===== src/rtl/quad_step_gen.sv =====
// Quadrature step generator.
// Turns up/down step commands into one full A/B Gray-code detent cycle per
// step, with optional contact-bounce injection on each edge. A saturating
// 0..MAXN position mirror tracks what a looped-back decoder should count.
//
// Ports:
//   clkin      - system clock, rising edge
//   rst        - asynchronous active-low reset
//   step_valid - step request
//   step_dir   - 0 = up, 1 = down; latched at acceptance
//   step_ready - request can be accepted (IDLE only), registered
//   bounce_en  - enable bounce injection; latched at acceptance
//   A, B       - quadrature phases, registered
//   done       - one-cycle pulse on the first IDLE cycle after a step
//   pos        - position mirror, 0..MAXN, registered
module quad_step_gen #(
    parameter int unsigned PHASE_TICKS = 16,
    parameter int unsigned BOUNCE_CYC  = 3,
    parameter logic [3:0]  MAXN        = 4'd9
) (
    input  logic       clkin,
    input  logic       rst,
    input  logic       step_valid,
    input  logic       step_dir,
    output logic       step_ready,
    input  logic       bounce_en,
    output logic       A,
    output logic       B,
    output logic       done,
    output logic [3:0] pos
);

    localparam int unsigned TICK_W     = 8;
    localparam logic [TICK_W-1:0] TICK_LAST  = TICK_W'(PHASE_TICKS - 1);
    localparam logic [TICK_W-1:0] BOUNCE_LEN = TICK_W'(BOUNCE_CYC);

    typedef enum logic [2:0] {
        IDLE,
        PH1,
        PH2,
        PH3,
        PH4
    } state_t;

    state_t              state, state_next;
    logic [TICK_W-1:0]   tick, tick_next;
    logic                dir_q, dir_next;
    logic                bnc_q, bnc_next;
    logic [3:0]          pos_next;
    logic                done_next;
    logic                ready_next;
    logic [1:0]          ab_next;

    // Steady {A,B} value of a state for the given direction.
    function automatic logic [1:0] phase_ab(input state_t s, input logic d);
        logic [1:0] v;
        v = 2'b00;
        case (s)
            PH1:     v = d ? 2'b01 : 2'b10;
            PH2:     v = 2'b11;
            PH3:     v = d ? 2'b10 : 2'b01;
            default: v = 2'b00;
        endcase
        return v;
    endfunction

    // State whose {A,B} value precedes s; consecutive phases differ in one
    // line only, so showing the previous value is exactly "old" on that line.
    function automatic state_t prev_state(input state_t s);
        state_t p;
        p = IDLE;
        case (s)
            PH2:     p = PH1;
            PH3:     p = PH2;
            PH4:     p = PH3;
            default: p = IDLE;
        endcase
        return p;
    endfunction

    // State and output registers.
    always_ff @(posedge clkin or negedge rst) begin
        if (!rst) begin
            state      <= IDLE;
            tick       <= '0;
            dir_q      <= 1'b0;
            bnc_q      <= 1'b0;
            pos        <= '0;
            done       <= 1'b0;
            step_ready <= 1'b1;
            A          <= 1'b0;
            B          <= 1'b0;
        end else begin
            state      <= state_next;
            tick       <= tick_next;
            dir_q      <= dir_next;
            bnc_q      <= bnc_next;
            pos        <= pos_next;
            done       <= done_next;
            step_ready <= ready_next;
            A          <= ab_next[1];
            B          <= ab_next[0];
        end
    end

    // Next-state, tick, position and A/B output logic.
    always_comb begin
        state_next = state;
        tick_next  = tick + TICK_W'(1);
        dir_next   = dir_q;
        bnc_next   = bnc_q;
        pos_next   = pos;
        done_next  = 1'b0;
        ab_next    = 2'b00;
        ready_next = 1'b0;

        case (state)
            IDLE: begin
                tick_next = '0;
                if (step_valid && step_ready) begin
                    state_next = PH1;
                    dir_next   = step_dir;
                    bnc_next   = bounce_en;
                    // Up: A rises on PH1 entry.
                    if (!step_dir && (pos < MAXN)) begin
                        pos_next = pos + 4'd1;
                    end
                end
            end
            default: begin
                if (tick == TICK_LAST) begin
                    tick_next = '0;
                    case (state)
                        PH1: begin
                            state_next = PH2;
                            // Down: A rises on PH2 entry.
                            if (dir_q && (pos != 4'd0)) begin
                                pos_next = pos - 4'd1;
                            end
                        end
                        PH2:     state_next = PH3;
                        PH3:     state_next = PH4;
                        default: begin
                            state_next = IDLE;
                            done_next  = 1'b1;
                        end
                    endcase
                end
            end
        endcase

        ready_next = (state_next == IDLE);

        // Bounce: odd tick counts inside the bounce window show the old value.
        ab_next = phase_ab(state_next, dir_next);
        if (bnc_next && (state_next != IDLE) && (tick_next < BOUNCE_LEN) && tick_next[0]) begin
            ab_next = phase_ab(prev_state(state_next), dir_next);
        end
    end

endmodule

===== config.mk =====
export PLATFORM = sky130hd
export DESIGN_NAME = quad_step_gen
export DESIGN_NICKNAME = d
export VERILOG_FILES = /design/src/rtl/quad_step_gen.sv
export SDC_FILE = /design/constraint.sdc
export NUM_CORES = 1
export LEC_CHECK = 0
export ABC_AREA = 0
export ABC_CLOCK_PERIOD_IN_PS = 2270
export CORE_MARGIN = 2
export CORE_UTILIZATION = 55
export DETAILED_ROUTE_END_ITERATION = 7
export PLACE_DENSITY = 0.83
export SYNTH_ARGS = -nofsm -noshare
export SYNTH_HDL_FRONTEND = slang
export SYNTH_SLANG_ARGS = --single-unit

===== constraint.sdc =====
create_clock -name clkin -period 2.27 [get_ports clkin]
set_clock_uncertainty 0.05 [all_clocks]
set_input_delay 0.5675 -clock clkin [delete_from_list [all_inputs] [get_ports clkin]]
set_output_delay 0.5675 -clock clkin [all_outputs]
set_load 0.02 [all_outputs]

==> impl_metrics.ini, run 1 <==
[timing]
rsz0062_at_grt = false
period_minus_slack_ns = 2.09
final.period_utilization = 0.919
slew_viol_final = 0
hold_viol = 0
setup_viol = 0
tightest_slew_ns = 0.343
relSlewSlack = 0.768
fmax_ghz = 0.479

[setup_path]
critPathLaunchType = flip-flop
worstSetupPathType = flip-flop to output port
cp-endpoint = step_ready
cp-startpoint = step_ready
slowest_delay_ns = 0.60
end_kind = output port
rr_worst_depth = 6
crit_chain = clkdlybuf4s50_1
cp_top_family = buffers and inverters
r2r_slack_ns = 0.24
crit_slowest_cell = clkdlybuf4s50_1
reg2reg_from = tick[0]
critical_path.max_fanout = 3
crit_required_ns = 1.65
cp_num_cells = 1
worstPathBufferInverterCount = 1
critPathArrivalTime_ns = 1.47
r2r_end = pos[1]

[clocking]
ctsResizeCount = 0
cts.reportedPaths.clkPinSlew_ns = 0.12
clock_path_buffers = 2
cts_setup_buffers = 0
clkLatencyLatePin_ns = 0.31
htree_levels = 1
hold_buffers = 0
cts_buffers = 3
root_buffer = clkbuf_4
tritoncts = built
clkSinkCount = 21

[placed_design]
io_buffers = 12
dpl.hpwl_um = 1990
place_area_um2 = 1460
place_congestion = 0.825

[drt]
vias = 1070
drtIter0Drc = 27
drt_pass1_iterations = 4
drc_errors = 0
routedWlPerCell_um = 15.1
viasPerCell = 6.05
wl_um = 2680
antenna_left = 0

[power_and_ir_drop]
p_leak_uw = 0.000698
p_per_area_nw_per_um2 = 387
power_uw = 577
ir_drop_mv = 0.374

[yosys]
ys_ff_latch = 21
synth.area.top_cells = dfrtp_1 39%, nor2_1 4.4%, xnor2_1 4.1%, nand2_1 3.5%, ha_1 2.9%
yosysWarnings = 0
synth_top_area_share = 0.391
yosysSeqAreaShare = 0.411
syn-num-nets = 142
synth_edf_count = 0
ys_async_sr_fraction = 1.00
synth_cell_types = 47
synth.cell_area_um2 = 1280
syn_avg_cell_area_um2 = 9.63
synthCells = 133
synth_ff_type = dfrtp_1
synth_top_area_cell = dfrtp_1

[finish]
final_area_um2 = 1490
synthToLayoutAreaGrowth_pct = 16.2
finish.net_count = 159
final_layout_size_suffix_gt1_frac = 0.174
diodes = 0
utilization = 0.673
nFillCells = 187

[min_path]
hold_path.class = flip-flop to flip-flop
hold_start = tick[0]

[status]
status = complete, no violations

[global_routing]
track_usage = 0.226
globalRouteOverflowTotal = 0
grt_pass1_wl_um = 4530
grt_pass1_vias = 1069
grt_antenna_before_repair = 0
grt_max_degree = 22

[floorplanning]
row_count = 17
core-area_um2 = 2210
ios = 13
die_w_um = 52.3
die-area_um2 = 2730
initial_core_util = 0.579
die-height_um = 52.3

[run]
drv_cap = 0
## stage by stage
| stage | hold WS [ns] | TNS [ns] | setup slack (ns) | instances |
|---|---|---|---|---|
| 2_1_floorplan | 0.222 | 0 | 0.241 | 133 |
| 3_3_place_gp | 0.415 | 0 | 0.0240 | 173 |
| 3_5_place_dp | 0.437 | -0.00331 | -0.00331 | 173 |
| 4_1_cts | 0.454 | 0 | 0.173 | 177 |
| 5_1_grt | 0.467 | 0 | 0.0817 | 177 |
| 6_report | 0.449 | 0 | 0.184 | 177 |
## layer usage
metal  part of all wire  vias to the layer above  GRT usage  wire length, um
li1                   -                      508          -                -
met1               0.42                      510      0.279             1130
met2               0.50                       46      0.384             1330
met3              0.065                        6     0.0400              175
met4              0.016                        0      0.103               42
met5                  0                        -          0                0
## cell usage in the layout, fill, tap and decap left out, types with 4 or more instances in the layout
master	count
clkdlybuf4s50_1	12
buf_4	8
a21oi_1	6
and3_1	5
o21ai_0	4
dfrtp_1	20
nand2_1	12
nand3_1	5
xor2_1	4
xnor2_1	6
nor2_1	15
## cells in the mapped netlist (3+ instances only)
cell / count
nand4_1: 3
nand2_1: 12
clkbuf_1: 4
ha_1: 3
nand3_1: 5
buf_2: 4
o21ai_0: 4
nor2_1: 15
and3_1: 5
a21oi_1: 6
dfrtp_1: 20
o21a_1: 3
xnor2_1: 6
xor2_1: 4
## cells by family after synthesis
kind of cell | synth area share
multiplexers | 0.0361
flip-flops | 0.411
adder cells (fa/ha/maj) | 0.0449
XOR/XNOR | 0.0684
buffers and inverters | 0.0381
AO/OA/AOI/OAI | 0.180
AND/OR/NAND/NOR | 0.222
## flip-flops by register name, indices dropped and copies added (netlist names)
register and count:
dir_q 1, state 3, tick 8, step_ready 1, bnc_q 1, B 1
pos 4, done 1, A 1
## power breakdown
group          total, uW  internal (uW)  switching (uW)
Clock                186           65.8             120
Combinational       16.5           7.23            9.27
Sequential           374            374               0
## worst min-delay path by stage
| stage | slack [ns] | cells past startpoint | endpoint |
|---|---|---|---|
| final | 0.45 | 1 | tick[0] |
| after global routing | 0.47 | 1 | tick[0] |
| after CTS | 0.45 | 1 | tick[0] |
| after detailed placement | 0.44 | 1 | tick[0] |
| after global placement | 0.42 | 1 | tick[0] |
| after floorplan | 0.22 | 0 | A |
## cell type report
cell class	instances	area (um2)	area share
Multi-Input combinational cell	101	706	0.474
Sequential cell	21	527	0.354
Timing Repair Buffer	20	180	0.121
Tap cell	28	35.0	0.0235
Clock buffer	3	22.5	0.0151
Inverter	3	13.8	0.00924
Clock inverter	1	5.00	0.00336
No activity file was read; power rests on OpenSTA's default activity.
==> run 2: changes to the inputs <==
--- a/config.mk
+++ b/config.mk
@@ -7,6 +7,7 @@
 export LEC_CHECK = 0
 export ABC_AREA = 0
 export ABC_CLOCK_PERIOD_IN_PS = 2270
+export CAP_MARGIN = 0
 export CORE_MARGIN = 2
 export CORE_UTILIZATION = 55
 export DETAILED_ROUTE_END_ITERATION = 7
==> results of run 2 <==
No change in the layout: final DEF, timing and power equal those of run 1.
